File: config.mk
export PLATFORM = sky130hd
export DESIGN_NAME = pipeline_hazard_ctrl
export DESIGN_NICKNAME = d
export VERILOG_FILES = /design/src/rtl/pipeline_hazard_ctrl.sv
export SDC_FILE = /design/constraint.sdc
export NUM_CORES = 1
export LEC_CHECK = 0
export CORE_MARGIN = 2
export CORE_UTILIZATION = 45
export CTS_BUF_LIST = sky130_fd_sc_hd__clkbuf_8
export DETAILED_ROUTE_END_ITERATION = 16
export PLACE_DENSITY = 0.85
export SYNTH_ARGS = -nofsm -noshare
export SYNTH_HDL_FRONTEND = slang
export SYNTH_SLANG_ARGS = --single-unit
File: constraint.sdc
create_clock -name clk -period 3.2 [get_ports clk]
set_input_delay 0.32 -clock clk [delete_from_list [all_inputs] [get_ports clk]]
set_output_delay 0.32 -clock clk [all_outputs]
set_load 0.005 [all_outputs]
File: src/rtl/pipeline_hazard_ctrl.sv
// Pipeline hazard controller: combinational stall/flush/freeze in the detecting cycle, MEM_WAIT/FAULT FSM for slow memory.
// Optional saturating perf counters under HAZARD_PERF_CNT_EN; memory freeze holds every stage until mem_ready or timeout.
module pipeline_hazard_ctrl #(
   parameter int unsigned MEM_TIMEOUT = 15
) (
   input  logic        clk,
   input  logic        reset,
   input  logic [2:0]  IF_ID_Rs,
   input  logic [2:0]  IF_ID_Rt,
   input  logic        IF_ID_uses_rt,
   input  logic        ID_EX_mem_read,
   input  logic [2:0]  ID_EX_write_reg,
   input  logic        branch_taken,
   input  logic        mem_req,
   input  logic        mem_ready,
   output logic        PC_write,
   output logic        IF_ID_write,
   output logic        IF_ID_flush,
   output logic        ID_EX_flush,
   output logic        pipe_hold,
   output logic        mem_error,
   output logic [1:0]  ctrl_state,
   output logic [15:0] stall_cycles,
   output logic [15:0] flush_count
);

   typedef enum logic [1:0] {
      ST_RUN      = 2'b00,
      ST_MEM_WAIT = 2'b01,
      ST_FAULT    = 2'b10
   } state_t;

   state_t     state, state_nxt;
   logic [7:0] wait_cnt, wait_nxt;
   logic       load_use;
   logic [8:0] wait_inc;

   assign load_use = ID_EX_mem_read && (ID_EX_write_reg != 3'd0) &&
                     ((ID_EX_write_reg == IF_ID_Rs) ||
                      (IF_ID_uses_rt && (ID_EX_write_reg == IF_ID_Rt)));

   // wait_cnt counts frozen cycles including the first one seen in RUN
   assign wait_inc = {1'b0, wait_cnt} + 9'd1;

   always_ff @(posedge clk) begin
      if (reset) begin
         state    <= ST_RUN;
         wait_cnt <= 8'd0;
      end else begin
         state    <= state_nxt;
         wait_cnt <= wait_nxt;
      end
   end

   always_comb begin
      state_nxt   = state;
      wait_nxt    = wait_cnt;
      PC_write    = 1'b1;
      IF_ID_write = 1'b1;
      IF_ID_flush = 1'b0;
      ID_EX_flush = 1'b0;
      pipe_hold   = 1'b0;

      case (state)
         ST_RUN: begin
            if (mem_req && !mem_ready) begin
               PC_write    = 1'b0;
               IF_ID_write = 1'b0;
               pipe_hold   = 1'b1;
               state_nxt   = ST_MEM_WAIT;
               wait_nxt    = 8'd1;
            end else if (branch_taken) begin
               IF_ID_flush = 1'b1;
               ID_EX_flush = 1'b1;
            end else if (load_use) begin
               PC_write    = 1'b0;
               IF_ID_write = 1'b0;
               ID_EX_flush = 1'b1;
            end
         end
         ST_MEM_WAIT: begin
            if (!mem_ready) begin
               PC_write    = 1'b0;
               IF_ID_write = 1'b0;
               pipe_hold   = 1'b1;
               if (wait_cnt != 8'hFF) begin
                  wait_nxt = wait_inc[7:0];
               end
               if (wait_inc >= 9'(MEM_TIMEOUT)) begin
                  state_nxt = ST_FAULT;
               end
            end else begin
               // released this cycle: the held instructions see normal RUN rules
               state_nxt = ST_RUN;
               wait_nxt  = 8'd0;
               if (branch_taken) begin
                  IF_ID_flush = 1'b1;
                  ID_EX_flush = 1'b1;
               end else if (load_use) begin
                  PC_write    = 1'b0;
                  IF_ID_write = 1'b0;
                  ID_EX_flush = 1'b1;
               end
            end
         end
         ST_FAULT: begin
            PC_write    = 1'b0;
            IF_ID_write = 1'b0;
            pipe_hold   = 1'b1;
         end
         default: begin
            state_nxt = ST_RUN;
            wait_nxt  = 8'd0;
         end
      endcase

      if (reset) begin
         state_nxt   = ST_RUN;
         wait_nxt    = 8'd0;
         PC_write    = 1'b0;
         IF_ID_write = 1'b0;
         IF_ID_flush = 1'b1;
         ID_EX_flush = 1'b1;
         pipe_hold   = 1'b0;
      end
   end

   assign ctrl_state = reset ? ST_RUN : state;
   assign mem_error  = !reset && (state == ST_FAULT);

`ifdef HAZARD_PERF_CNT_EN
   logic [15:0] stall_q, flush_q;

   always_ff @(posedge clk) begin
      if (reset) begin
         stall_q <= 16'd0;
         flush_q <= 16'd0;
      end else begin
         if (!PC_write && (stall_q != 16'hFFFF)) begin
            stall_q <= stall_q + 16'd1;
         end
         if (IF_ID_flush && (flush_q != 16'hFFFF)) begin
            flush_q <= flush_q + 16'd1;
         end
      end
   end

   assign stall_cycles = stall_q;
   assign flush_count  = flush_q;
`else
   assign stall_cycles = 16'd0;
   assign flush_count  = 16'd0;
`endif

endmodule

==> flow_summary.toml <==
[status]
outcome = "complete, no violations"

[worst_setup_path]
critPathRequiredTime_ns = 2.88
cpLargestDelayFamily = "buffers and inverters"
crit_fanout = 3
critPathBufInv = 2
critPathLaunch = "ID_EX_write_reg[1]"
endpoint_kind = "output port"
critical_path_class = "in -> out"
cp.arrival_ns = 2.07
r2r_start = "wait_cnt[0]"
worstSetupStartpointType = "input pin"
crit_path_top_delay_cell = "clkdlybuf4s50_1"
crit_chain = "clkdlybuf4s50_1, o31ai_1, a21oi_1, a221oi_1, clkdlybuf4s50_1"
crit_path_frequent_cell = "clkdlybuf4s50_1"
slowest_delay_ns = 0.58

[clock_tree]
clockBufferDepth = 2
cts_hold_buf = 0
clk_latency_ns = 0.24
cts_tree = "yes"
cts_max_level = 1
cts_resized = 0
cts.sinks = 10
root_buffer = "clkbuf_8"
post_cts_buffers = 0
cts_buffers = 3
clk_pin_slew_ns = 0.05

[power_and_ir_drop]
p_comb_share_pct = 23.6
p_clk_share_pct = 40.9
p_leak_nw = 0.490
p_int_mw = 0.286
power_switching_mw = 0.104
netSwitchingFraction_pct = 26.8
peakVddDrop_uv = 177
p_seq_share_pct = 35.5
p_per_area_nw_per_um2 = 304

[sta]
min_period_over_period_pct = 74.5
max_freq_mhz = 419
finalSetupViolations = 0
rsz0062_at_grt = "false"
fin_skew_ns = 0.00507
slew_violations = 0
hold_viol = 0
hold_ws_ns = 0.564
period_needed_ns = 2.39
worst_pin_slew_ns = 0.589
setup_tns_ns = 0
slew_headroom_pct = 60.6

[layout]
final_common_cell = "conb_1"
syn_to_final_growth_pct = 13.3
layout.nets = 181
fill_cells = 225
drive_gt1_share_pct = 7.41
final_cells = 192
layout_common_cells = "conb_1 (32), clkdlybuf4s50_1 (23), dfxtp_1 (10), nor2_1 (8), a21oi_1 (8)"
final_core_util_pct = 52.7
diodes = 0

[synthesis]
syn_area_um2 = 1130
yosys_warnings = 0
synthTopCellsByArea = "buf_4 (22%), dfxtp_1 (18%), xnor2_1 (5.4%)"
synth_edf_count = 0
synth_area_leader_cell = "buf_4"
yosys.area.top_type_share_pct = 21.9
async_flop_share_pct = 0
synth_flop_cell = "dfxtp_1"
ys_seq_elements = 10
ys_seq_area_share_pct = 17.7
yosysUniqueCellTypes = 46
avgSynthCellArea_um2 = 7.81
syn_inst = 145

[grt]
grt_pass1_wl_um = 3860
grt_max_degree = 18
grt_pass1_vias = 903
track_usage_pct = 18.1
grt_overflow = 0
antenna_found_initial = 0

[floorplan]
initial_core_util_pct = 46.6
die_w_um = 54.2
ios = 56
core_um2 = 2430
row_count = 18
die_h_um = 54.2
dieArea_um2 = 2930

[route]
wl_um = 2490
post_drt_wl_per_cell_um = 13.0
wl_met3_um = 164
met2_length_um = 1340
firstDrtPassIters = 4
viasPerCell = 5.25
dr_total_vias = 1008
antenna_left = 0
drc_errors = 0
wl_met1_um = 959
drt_iter0_markers = 40
top_layer_used = "met4"

[place]
port_buffers = 23
dp_hpwl_um = 1960
routabilityCongestion = 0.849
place_inst = 188

[hold_path]
hold_path_startpoint = "wait_cnt[1]"
min_path_type = "reg -> reg"

[job]
cap_violations = 0
## worst min-delay path, delay by kind of cell, from the launching register on
kind	cells	cell delay, ns
simple gates	1	0.09
flops	1	0.37
compound gates	1	0.06
## state kept, by name (all words and copies together) (netlist names)
name	cells
state	2
wait_cnt	8
## per-layer routing
metal	GRT usage, %	up-vias
li1	-	486
met1	19.5	470
met2	33.9	49
met3	3.33	3
met4	7.50	0
met5	0	-
## cell families (layout without fill, tap and decap cells)
family / count (synthesis) / in the layout / synth area share, %
fa+ha+maj: 2 / 2 / 2.21
mux: 1 / 1 / 0.884
compound gates: 38 / 38 / 24.7
xor+xnor: 8 / 8 / 6.19
simple gates: 41 / 41 / 21.4
other cells: 1 / 32 / 0.331
flops: 10 / 10 / 17.7
buf+inv: 44 / 30 / 26.5
## per-stage QoR
step                worst slack, ns  power (mW)  instance area [µm²]
detailed placement            0.803       0.232                 1230
floorplan                      1.47       0.220                 1250
finish                        0.814       0.390                 1280
global route                  0.593       0.408                 1280
CTS                           0.800       0.390                 1280
global placement              0.887       0.228                 1230
## final cells by class
type	count	area [µm²]	area share [%]
Clock buffer	4	55.1	4.29
Multi-Input combinational cell	122	748	58.3
Tap cell	30	37.5	2.93
Sequential cell	10	200	15.6
Inverter	3	11.3	0.878
Timing Repair Buffer	23	230	18.0
## Yosys cell counts (2+ instances only)
cell,instances
a31oi_1,5
o21ai_0,5
a21oi_1,8
ha_1,2
nor2_1,8
buf_2,3
a311oi_1,3
nand2_1,3
nand4_1,2
a211oi_1,2
nor3_1,5
nor2b_1,3
a21o_1,2
xnor2_1,7
nand3b_1,2
nand3_1,4
inv_1,3
o21bai_1,2
or3_1,3
clkbuf_1,4
buf_4,33
o31ai_1,2
dfxtp_1,10
o21a_1,2
## final timing paths
| kind | end | slack, ns | depth (start not counted) |
|---|---|---|---|
| max | PC_write | 0.81 | 5 |
| min | wait_cnt[1] | 0.56 | 2 |
| max reg2reg | state[1] | 1.14 | 5 |
| min reg2reg | wait_cnt[1] | 0.56 | 2 |
## power groups by stage
stage               Clock, mW  Sequential, mW  Combinational (mW)
floorplan                   0           0.135              0.0849
global placement            0           0.140              0.0881
detailed placement          0           0.141              0.0912
CTS                     0.160           0.138              0.0914
global route            0.165           0.139               0.103
finish                  0.160           0.138              0.0922
Note: power is estimated with default switching activity, not from simulation.
